`src/rtl/sysid_boot_checker_if.sv`:
```
// Avalon-MM read-only link between the boot checker (master) and the system-ID slave.
interface sysid_boot_checker_if;
  logic        av_address;
  logic        av_read;
  logic        av_waitrequest;
  logic [31:0] av_readdata;

  modport master (output av_address, av_read, input av_waitrequest, av_readdata);
  modport slave  (input av_address, av_read, output av_waitrequest, av_readdata);
endinterface

```
`src/rtl/sysid_boot_checker_av_read_port.sv`:
```
// Single-read Avalon-MM engine: issues one read on launch, waits out waitrequest
// and the fixed read latency, and flags a transaction that runs too long.
module sysid_av_read_port #(
  parameter int READ_LATENCY   = 0,
  parameter int TIMEOUT_CYCLES = 255
) (
  input  logic        clock,
  input  logic        reset,
  input  logic        launch,
  input  logic        launch_addr,
  sysid_boot_checker_if.master av,
  output logic        accepted,
  output logic        data_valid,
  output logic        timed_out,
  output logic [31:0] data
);

  localparam int CW_RAW = $clog2(TIMEOUT_CYCLES + 1);
  localparam int CW     = (CW_RAW < 8) ? 8 : CW_RAW;

  logic          rd_r;
  logic          addr_r;
  logic          pend_r;
  logic [1:0]    lat_r;
  logic [CW-1:0] cnt_r;

  assign av.av_read    = rd_r;
  assign av.av_address = addr_r;
  assign accepted      = rd_r && !av.av_waitrequest;
  assign data          = av.av_readdata;

  always_comb begin
    if (READ_LATENCY == 0) data_valid = accepted;
    else                   data_valid = pend_r && (lat_r == 2'(READ_LATENCY));
  end

  // A transaction that completes in its last allowed cycle is not a timeout.
  assign timed_out = (rd_r || pend_r) && !data_valid && (cnt_r == CW'(TIMEOUT_CYCLES));

  // NOTE: asynchronous reset drops av_read the instant reset rises, not at the next edge.
  always_ff @(posedge clock or posedge reset) begin
    if (reset) begin
      rd_r   <= 1'b0;
      addr_r <= 1'b0;
      pend_r <= 1'b0;
      lat_r  <= '0;
      cnt_r  <= '0;
    end else if (launch) begin
      rd_r   <= 1'b1;
      addr_r <= launch_addr;
      pend_r <= 1'b0;
      lat_r  <= '0;
      cnt_r  <= '0;
    end else if (rd_r || pend_r) begin
      cnt_r <= cnt_r + CW'(1);
      if (timed_out) begin
        rd_r   <= 1'b0;
        pend_r <= 1'b0;
      end else if (accepted) begin
        rd_r   <= 1'b0;
        pend_r <= (READ_LATENCY != 0);
        lat_r  <= 2'd1;
      end else if (data_valid) begin
        pend_r <= 1'b0;
      end else if (pend_r) begin
        lat_r <= lat_r + 2'd1;
      end
    end
  end

endmodule

```
`src/flat_wrapper.sv`:
```
// flat-port wrapper written by rule: the top's interface ports become plain ports
module sysid_av_read_port_flat 
#(
  parameter int READ_LATENCY   = 0,
  parameter int TIMEOUT_CYCLES = 255
)
  (clock, reset, launch, launch_addr, accepted, data_valid, timed_out, data, av_av_address, av_av_read, av_av_waitrequest, av_av_readdata);
  sysid_boot_checker_if av_i ();
  input  logic clock;
  input  logic reset;
  input  logic launch;
  input  logic launch_addr;
  output logic accepted;
  output logic data_valid;
  output logic timed_out;
  output logic [31:0] data;
  output wire logic [$bits(av_i.av_address)-1:0] av_av_address;
  output wire logic [$bits(av_i.av_read)-1:0] av_av_read;
  input wire logic [$bits(av_i.av_waitrequest)-1:0] av_av_waitrequest;
  input wire logic [$bits(av_i.av_readdata)-1:0] av_av_readdata;
  assign av_av_address = av_i.av_address;
  assign av_av_read = av_i.av_read;
  assign av_i.av_waitrequest = av_av_waitrequest;
  assign av_i.av_readdata = av_av_readdata;
  sysid_av_read_port #(.READ_LATENCY(READ_LATENCY), .TIMEOUT_CYCLES(TIMEOUT_CYCLES)) u_core (.clock(clock), .reset(reset), .launch(launch), .launch_addr(launch_addr), .av(av_i), .accepted(accepted), .data_valid(data_valid), .timed_out(timed_out), .data(data));
endmodule
```
`config.mk`:
```
export PLATFORM = sky130hd
export DESIGN_NAME = sysid_av_read_port_flat
export DESIGN_NICKNAME = d
export VERILOG_FILES = /design/src/rtl/sysid_boot_checker_if.sv /design/src/rtl/sysid_boot_checker_av_read_port.sv /design/src/flat_wrapper.sv
export SDC_FILE = /design/constraint.sdc
export NUM_CORES = 1
export LEC_CHECK = 0
export ABC_AREA = 0
export ABC_CLOCK_PERIOD_IN_PS = 1490
export CAP_MARGIN = 25
export CORE_UTILIZATION = 35
export CTS_BUF_LIST = sky130_fd_sc_hd__clkbuf_16
export CTS_CLUSTER_DIAMETER = 150
export CTS_CLUSTER_SIZE = 12
export DETAILED_ROUTE_END_ITERATION = 7
export DONT_BUFFER_PORTS = 1
export GPL_TIMING_DRIVEN = 0
export HOLD_SLACK_MARGIN = 0.06
export SKIP_CTS_REPAIR_TIMING = 1
export SYNTH_ARGS = -nofsm -noshare
export SYNTH_HDL_FRONTEND = slang
export SYNTH_SLANG_ARGS = --single-unit
export TNS_END_PERCENT = 30
```
`constraint.sdc`:
```
create_clock -name clock -period 1.49 [get_ports clock]
set_input_delay 0.3725 -clock clock [delete_from_list [all_inputs] [get_ports clock]]
set_output_delay 0.3725 -clock clock [all_outputs]
set_load 0.05 [all_outputs]
```
==> results.cfg <==
[die]
floorplan.rows = 16
coreArea_mm2 = 0.00198
die_h_um = 48.2
die_w_um = 48.2
pin_count = 74
fp.dieArea_mm2 = 0.00232
start_util = 0.376

[yosys]
synthesis.nets = 118
yosysUniqueCellTypes = 22
avgSynthCellArea_um2 = 9.32
portion_of_the_post_synthesis_area_used_by_sequential_elements = 0.336
mappedNetlistArea_um2 = 746
ys_seq_elements = 10
netlist_instances = 80
ys_warn_count = 0

[global_route]
grt-ovfl-total = 0
antenna_found_initial = 0
pin_count_of_the_biggest_net_entering_global_routing = 11
number_of_global_route_vias_before_repair = 345
gr-usage-all-layers = 0.108
grt_first_pass_wirelength_um = 1550

[sta]
final_critical_path_setup_slack_ps = -454
finalSetupViolations = 5
worst_slew_pin_slew_ps = 533
fmaxAchievable_mhz = 515
final_hold_viol_count = 0
max_slew_margin = 0.643
layout_worst_path_cycle_share = 1.30
finalHoldWorstSlack_ps = 290
fin_tns_setup_ps = -1160
grt_setup_unrepaired = yes
timing_max_transition_violations_final = 0
period_minus_slack_ps = 1940
timing.clock.skew_ps = 5.09

[drt]
drtAntennaViolNets = 0
vias_per_cell = 4.82
firstDrtPassIters = 4
drt_iter0_markers = 7
vias = 554
drc = 0
wl_um = 1290
avgRoutedWirePerCell_um = 11.3

[place]
gp_congestion = 0.771
port_buffers = 0
detailed_place_hpwl_um = 940

[pwr]
ir_worst_vdd_mv = 0.672
powerDensity_mw_per_mm2 = 1190
power.static_leakage_nw = 0.456
fin_total_pwr_mw = 1.11

[clock_network]
cts_made_buffers = 3
root_buffer = sky130_fd_sc_hd__clkbuf_16
tritoncts_num_sinks = 10
worstSkewPairLatency_ps = 240
clkTransAtPathRegs_ps = 40
cts_tree = yes
htree_levels = 1
ctsLongestPathBuffers = 2

[cells_and_area]
diodes = 0
postLayoutCoreUtil = 0.468
final_net_count = 127
area_delta_synth_final_pct = 24.3
drive_above_1_share = 0.580

[critical_path]
path_max_fanout = 7
timing_worst_setup_path_type = reg2out
timing.critical_path.cells = buf_6 > nand4_4 > nor3_4
setup.worst_path.end_class = output port
critPathMaxStageDelay_ps = 520
cp_data_required_time_ps = 1120
worst-endpoint-arrival_ps = 1570
critPathSlowestCell = sky130_fd_sc_hd__dfrtp_2
cp-start-kind = register
r2r_slack_ps = -60

[job]
maxCapViolCount = 0

[status]
run_status = complete, but fails checks
violations = setup timing

[min_path]
holdCritPathClass = in2reg
## cells in the final DEF (no fill, tap or decap), drive strengths merged
cell type | Yosys | routed
buf | 34 | 37
dlygate4sd3 | 0 | 1
nand2b | 1 | 1
o211ai | 1 | 1
inv | 2 | 3
a21oi | 3 | 3
clkbuf | 1 | 4
mux2 | 1 | 1
nor2 | 5 | 5
xor2 | 3 | 3
nor3 | 1 | 1
or3 | 3 | 3
nand2 | 3 | 3
dfrtp | 10 | 10
ha | 1 | 1
xnor2 | 1 | 1
nor2b | 1 | 1
o21ai | 3 | 3
nand4 | 5 | 5
mux2i | 1 | 1
## routing by layer
layer | share of wire | vias to the layer above | wire (µm) | GRT usage
met1 | 0.37 | 263 | 485 | 0.128
met2 | 0.49 | 45 | 635 | 0.152
met4 | 0.012 | 0 | 16 | 0.0500
li1 | - | 244 | - | -
met5 | 0 | - | 0 | 0
met3 | 0.12 | 2 | 156 | 0.0667
## Yosys cell counts
cell type	number	area, µm²
sky130_fd_sc_hd__o21ai_0	3	15.0
sky130_fd_sc_hd__dfrtp_1	10	250
sky130_fd_sc_hd__nand4_1	3	18.8
sky130_fd_sc_hd__buf_6	1	11.3
sky130_fd_sc_hd__clkbuf_1	1	3.75
sky130_fd_sc_hd__buf_4	33	248
sky130_fd_sc_hd__a21oi_1	3	15.0
sky130_fd_sc_hd__xor2_1	3	26.3
sky130_fd_sc_hd__nand4_2	1	12.5
sky130_fd_sc_hd__mux2_2	1	11.3
sky130_fd_sc_hd__nor2b_1	1	6.26
sky130_fd_sc_hd__mux2i_1	1	10.0
sky130_fd_sc_hd__xnor2_1	1	8.76
sky130_fd_sc_hd__inv_1	2	7.51
sky130_fd_sc_hd__nor3_1	1	5.00
sky130_fd_sc_hd__nor2_1	5	18.8
sky130_fd_sc_hd__ha_1	1	12.5
sky130_fd_sc_hd__nand2_1	3	11.3
sky130_fd_sc_hd__o211ai_1	1	7.51
sky130_fd_sc_hd__or3_1	3	18.8
sky130_fd_sc_hd__nand4_4	1	21.3
sky130_fd_sc_hd__nand2b_1	1	6.26
## cells by family after synthesis
| group | Yosys count | synth area share |
|---|---|---|
| and+or+nand+nor | 19 | 0.159 |
| muxes | 2 | 0.0285 |
| AOI/OAI and AO/OA | 7 | 0.0503 |
| buffers and inverters | 37 | 0.362 |
| xor gates and xnor gates | 4 | 0.0470 |
| adders and majority gates | 1 | 0.0168 |
| DFF | 10 | 0.336 |
## sequential cells by signal (all words and copies together) (netlist names)
register,cells
u_core.av.av_address,1
u_core.av.av_read,1
u_core.cnt_r,8
## worst paths after layout
| path | startpoint | to | cells past startpoint |
|---|---|---|---|
| max | u_core.av.av_read | timed_out | 3 |
| max in group asynchronous | reset | u_core.cnt_r[0] | 2 |
| min reg2reg | u_core.cnt_r[7] | u_core.cnt_r[7] | 2 |
| max reg2reg | u_core.av.av_read | u_core.cnt_r[7] | 5 |
| min | launch_addr | u_core.av.av_address | 1 |
| min in group asynchronous | reset | u_core.cnt_r[5] | 2 |
## stage by stage
step,cells,cell area (µm²),setup slack [ps]
floorplan,80,766,-204
global placement,107,800,-257
detailed placement,107,800,-256
CTS,111,878,-516
global route,115,927,-495
finish,115,927,-454
## power by group
| group | switching, mW | internal (mW) |
|---|---|---|
| clock | 0.124 | 0.351 |
| combinational | 0.222 | 0.0897 |
| sequential | 0.0333 | 0.287 |
## worst max-delay path: cells and delay by family (launching register included)
family,cells,cell delay [ps]
buf+inv,1,180
simple gates,2,620
flops,1,520
## layout make-up
type | instances | area, µm²
buffer | 35 | 267
fill | 192 | 1050
clock inverter | 1 | 3.75
inverter | 2 | 7.51
timing repair buffer | 4 | 32.5
multi-input combinational | 33 | 254
tap | 27 | 33.8
clock buffer | 3 | 75.1
sequential | 10 | 254
Note: power is estimated with default switching activity, not from simulation.
